File: src/rtl/warp_scheduler.sv
// rtl/warp_scheduler.sv - round-robin warp scheduler sequencing fetch, exec, mem and writeback
module warp_scheduler #(
   parameter int NUM_WARPS = 4,
   parameter int PC_WIDTH  = 8
) (
   input  logic                 clk,
   input  logic                 reset,
   input  logic                 start,
   input  logic [NUM_WARPS-1:0] warp_mask,
   output logic                 fetch_req,
   output logic [PC_WIDTH-1:0]  fetch_pc,
   input  logic                 fetch_ack,
   input  logic                 instr_halt,
   input  logic                 instr_is_mem,
   input  logic                 instr_writes_reg,
   output logic [1:0]           warp_num,
   output logic                 exec_en,
   output logic                 lsu_req,
   input  logic                 lsu_done,
   output logic                 reg_write_en,
   output logic                 busy,
   output logic                 done
);

   typedef enum logic [2:0] {
      S_IDLE, S_SELECT, S_FETCH, S_EXEC, S_MEM, S_WB, S_DONE
   } state_t;

   state_t               state_q, state_d;
   logic [PC_WIDTH-1:0]  pc_q [NUM_WARPS];
   logic [PC_WIDTH-1:0]  pc_d [NUM_WARPS];
   logic [NUM_WARPS-1:0] active_mask_q, active_mask_d;
   logic [NUM_WARPS-1:0] done_mask_q, done_mask_d;
   logic [1:0]           last_q, last_d;
   logic [1:0]           warp_num_q, warp_num_d;
   logic                 is_mem_q, is_mem_d;
   logic                 writes_reg_q, writes_reg_d;

   logic                 sel_found;
   logic [1:0]           sel_warp;
   logic [1:0]           cand;

   // Round-robin search starting just after the last scheduled warp.
   always_comb begin
      sel_found = 1'b0;
      sel_warp  = '0;
      cand      = '0;
      for (int i = 1; i <= NUM_WARPS; i++) begin
         cand = 2'((int'(last_q) + i) % NUM_WARPS);
         if (!sel_found && active_mask_q[cand] && !done_mask_q[cand]) begin
            sel_found = 1'b1;
            sel_warp  = cand;
         end
      end
   end

   // Next-state and datapath updates for the instruction sequencer.
   always_comb begin
      state_d       = state_q;
      pc_d          = pc_q;
      active_mask_d = active_mask_q;
      done_mask_d   = done_mask_q;
      last_d        = last_q;
      warp_num_d    = warp_num_q;
      is_mem_d      = is_mem_q;
      writes_reg_d  = writes_reg_q;
      case (state_q)
         S_IDLE: begin
            if (start) begin
               active_mask_d = warp_mask;
               done_mask_d   = '0;
               for (int w = 0; w < NUM_WARPS; w++) pc_d[w] = '0;
               state_d       = S_SELECT;
            end
         end
         S_SELECT: begin
            if (sel_found) begin
               warp_num_d = sel_warp;
               last_d     = sel_warp;
               state_d    = S_FETCH;
            end else begin
               state_d    = S_DONE;
            end
         end
         S_FETCH: begin
            if (fetch_ack) begin
               is_mem_d     = instr_is_mem;
               writes_reg_d = instr_writes_reg;
               if (instr_halt) begin
                  done_mask_d[warp_num_q] = 1'b1;
                  state_d                 = S_SELECT;
               end else begin
                  state_d = S_EXEC;
               end
            end
         end
         S_EXEC: begin
            state_d = is_mem_q ? S_MEM : S_WB;
         end
         S_MEM: begin
            if (lsu_done) state_d = S_WB;
         end
         S_WB: begin
            pc_d[warp_num_q] = pc_q[warp_num_q] + 1'b1;
            state_d          = S_SELECT;
         end
         S_DONE: begin
            state_d = S_IDLE;
         end
         default: state_d = S_IDLE;
      endcase
   end

   // State register; reset aborts any in-flight instruction immediately.
   always_ff @(posedge clk or negedge reset) begin
      if (!reset) begin
         state_q       <= S_IDLE;
         for (int w = 0; w < NUM_WARPS; w++) pc_q[w] <= '0;
         active_mask_q <= '0;
         done_mask_q   <= '0;
         last_q        <= 2'(NUM_WARPS - 1);
         warp_num_q    <= '0;
         is_mem_q      <= 1'b0;
         writes_reg_q  <= 1'b0;
      end else begin
         state_q       <= state_d;
         pc_q          <= pc_d;
         active_mask_q <= active_mask_d;
         done_mask_q   <= done_mask_d;
         last_q        <= last_d;
         warp_num_q    <= warp_num_d;
         is_mem_q      <= is_mem_d;
         writes_reg_q  <= writes_reg_d;
      end
   end

   // Outputs decode from registered state so reset clears them without waiting for a clock.
   always_comb begin
      fetch_req    = (state_q == S_FETCH);
      fetch_pc     = pc_q[warp_num_q];
      warp_num     = warp_num_q;
      exec_en      = (state_q == S_EXEC);
      lsu_req      = (state_q == S_MEM);
      reg_write_en = (state_q == S_WB) && writes_reg_q;
      busy         = (state_q != S_IDLE);
      done         = (state_q == S_DONE);
   end

endmodule

File: config.mk
export PLATFORM = sky130hd
export DESIGN_NAME = warp_scheduler
export DESIGN_NICKNAME = d
export VERILOG_FILES = /design/src/rtl/warp_scheduler.sv
export SDC_FILE = /design/constraint.sdc
export NUM_CORES = 1
export LEC_CHECK = 0
export BUFFER_PORTS_ARGS = -buffer_cell sky130_fd_sc_hd__buf_4
export CORE_MARGIN = 5
export CORE_UTILIZATION = 55
export CTS_CLUSTER_DIAMETER = 50
export DETAILED_ROUTE_END_ITERATION = 6
export GPL_ROUTABILITY_DRIVEN = 1
export PLACE_DENSITY = 0.86
export SLEW_MARGIN = 25
export SYNTH_ARGS = -nofsm -noshare
export SYNTH_HDL_FRONTEND = slang
export SYNTH_SLANG_ARGS = --single-unit
File: constraint.sdc
create_clock -name clk -period 2 [get_ports clk]
set_input_delay 0.2 -clock clk [delete_from_list [all_inputs] [get_ports clk]]
set_output_delay 0.2 -clock clk [all_outputs]
set_load 0.01 [all_outputs]
==> results.cfg <==
[outcome]
outcome = complete, no violations

[sta]
finalCritPeriodShare_pct = 94.9
rsz0062_at_grt = false
layout_setup_ws_ns = 0.101
hold_viol_final = 0
fin_crit_ns = 1.90
maxSlewViolCount = 0
setup_viol = 0
worstMarginPinSlew_ns = 0.582
fmax_ghz = 0.527
setup_tns_ns = 0
clock_skew_ns = 0.00825
relSlewSlack_pct = 60.8

[power]
internal_power_mw = 2.55
power.density_nw_per_um2 = 1450
swShare_pct = 38.2
p_comb_share_pct = 43.7
clockPowerShare_pct = 17.6
ir_drop_v = 0.000825
p_leak_nw = 1.32
p_switching_mw = 1.57
p_seq_share_pct = 38.8

[floorplanning]
ioPinCount = 28
die_x_um = 76.0
rows = 24
die-area_um2 = 5780
die_h_um = 76.0
start_util_pct = 55.8
coreArea_um2 = 4290

[clock_network]
cts_tree = built
clkTransAtPathRegs_ns = 0.08
numCtsBuffers = 5
post_cts_buffers = 0
clk_latency_ns = 0.30
clk_path_buf_depth = 2
cts.sinks = 49
h-tree-depth = 2
root_buffer = clkbuf_8

[yosys]
synthArstFlopShare_pct = 100
ys_types = 43
synth_commonest_cells = nand2_1 (57), dfrtp_1 (47), o21ai_0 (20), o21ai_1 (15)
syn_inst = 237
ys_seq_area_share_pct = 51.3
synth_edf_count = 0
syn_area_per_cell_um2 = 10.1
synth.largest_area_cell = dfrtp_1
synth_most_common_cell = nand2_1
syn_area_um2 = 2400
synth.area.top_cells = dfrtp_1 (49%), nand2_1 (8.9%), mux4_2 (5.6%)
ys_ff_latch = 49
synth_top_area_share_pct = 49.1
synth_fp_nets = 250
ys.warnings.count = 0
synth-main-ff-cell = dfrtp_1

[grt]
grt_pass1_vias = 1905
grt_max_degree = 50
grt_pass1_wl_um = 9160
antenna_found_initial = 0
grt-ovfl-total = 0
grt_usage_pct = 19.3

[worst_hold_path]
min_path_type = primary input to flop
holdCritStartpoint = warp_mask[2]
worstHoldPathCells = 3
hold_path_end = active_mask_q[2]

[run]
drv_cap = 0

[critical_path]
ff2ff_setup_slack_ns = 0.15
worst-setup-path-type = flop to primary output
crit_path_end_kind = primary output
path_cells = buf_4, mux4_1, buf_4
ff2ff_path_depth = 6
worstPathRequired_ns = 1.80
rr_startpoint = warp_num[0]
timing.rr.end = pc_q[21]
slowest_stage = mux4_1
arrival_ns = 1.70
critPathLaunchType = flop
slowest_delay_ns = 0.63
crit_top_cell = buf_4
critPathLaunch = warp_num[0]
path_max_fanout = 4

[placement]
place_congestion = 0.836
place_area_um2 = 2700
hpwlAfterDp_um = 3870
pre_cts_slack_ns = 0.0103
portBuffers = 27

[route]
drt_iter0_drc = 165
routedWlPerCell_um = 16.4
wirelength_um = 5370
dr.pass1.iters = 4
ant_nets = 0
drc = 0
num_vias = 1908
vias_per_cell = 5.82

[cells_and_area]
drive_above_1_share_pct = 24.3
syn_to_final_growth_pct = 19.0
antenna_cells = 0
layout.nets = 288
fin_area_um2 = 2850
==> stage by stage <==
stage          instances  total power, mW  utilization [%]  hold slack (ns)
6_report             328             4.13             66.4           0.0854
5_1_grt              328             4.43             66.4           0.0849
4_1_cts              328             4.09             65.8           0.0832
3_5_place_dp         319             3.38             62.8            0.244
3_3_place_gp         319             3.31             62.8            0.237
2_1_floorplan        237             2.74                -          -0.0956
==> worst max path at each step <==
stage | end | slack (ns) | cells past startpoint
2_1_floorplan | pc_q[4] | 0.05 | 6
3_3_place_gp | pc_q[8] | 0.09 | 6
3_5_place_dp | pc_q[13] | 0.01 | 6
4_1_cts | pc_q[13] | 0.02 | 6
5_1_grt | fetch_pc[7] | 0.05 | 3
6_report | fetch_pc[7] | 0.10 | 3
==> power by group through the flow <==
stage | registers, mW | clock network (mW) | logic [mW]
after global placement | 1.59 | 0 | 1.72
after global routing | 1.65 | 0.773 | 2.01
after detailed placement | 1.61 | 0 | 1.77
after floorplan | 1.48 | 0 | 1.25
final | 1.60 | 0.725 | 1.80
after CTS | 1.59 | 0.727 | 1.78
==> registers in the layout, indices dropped and copies added (netlist names) <==
register / count
pc_q: 32
active_mask_q: 4
warp_num: 2
state_q: 3
done_mask_q: 4
is_mem_q: 1
writes_reg_q: 1
last_q: 2
==> kinds of logic after synthesis <==
family	synth area share (%)
AND/OR/NAND/NOR	19.6
AO/OA/AOI/OAI	13.7
flip-flops	51.3
buffers and inverters	3.03
multiplexers	8.77
XOR/XNOR	3.13
adder cells (fa/ha/maj)	0.522
==> metal layers <==
metal	routed length (um)	share of wire (%)	vias to the layer above	global-route usage (%)
li1	-	-	893	-
met1	2380	44	939	27.0
met2	2570	48	69	29.5
met3	345	6.4	7	4.73
met4	71	1.3	0	6.58
met5	0	0	-	0
==> cells in the final DEF, fill, tap and decap left out, drive strengths merged, types with 2 or more instances in the layout <==
cell    Yosys  layout
nand2      57      57
dfrtp      47      47
buf         6      39
o21ai      35      35
nor2       10      10
a21oi      10      10
nand2b      8       8
mux4        8       8
clkbuf      3       7
and2        6       6
nor2b       5       5
inv         4       4
xor2        4       4
nand4       3       3
nor3b       2       2
and3b       2       2
nand3       2       2
a31oi       2       2
a211oi      2       2
mux2        2       2
dfstp       2       2
xnor2       2       2
==> worst max-delay path, delay by kind of cell (launching register included) <==
| family | cells | cell delay (ns) |
|---|---|---|
| flops | 1 | 0.42 |
| mux | 1 | 0.63 |
| buf+inv | 2 | 0.35 |
==> layout make-up <==
cell class                 count  area (um2)
clock buffer                   7        86.3
clock inverter                 1        30.0
fill                         341        1440
inverter                       4        15.0
multi-input combinational    175        1120
sequential                    49        1230
tap                           52        65.1
timing repair buffer          40         307
==> repair_timing <==
item,CTS,global route
setup endpoints to repair,0,15
hold endpoints to repair,47,0
gates resized for setup,0,7
hold buffers,1,0
(Power assumes the default switching activity.)
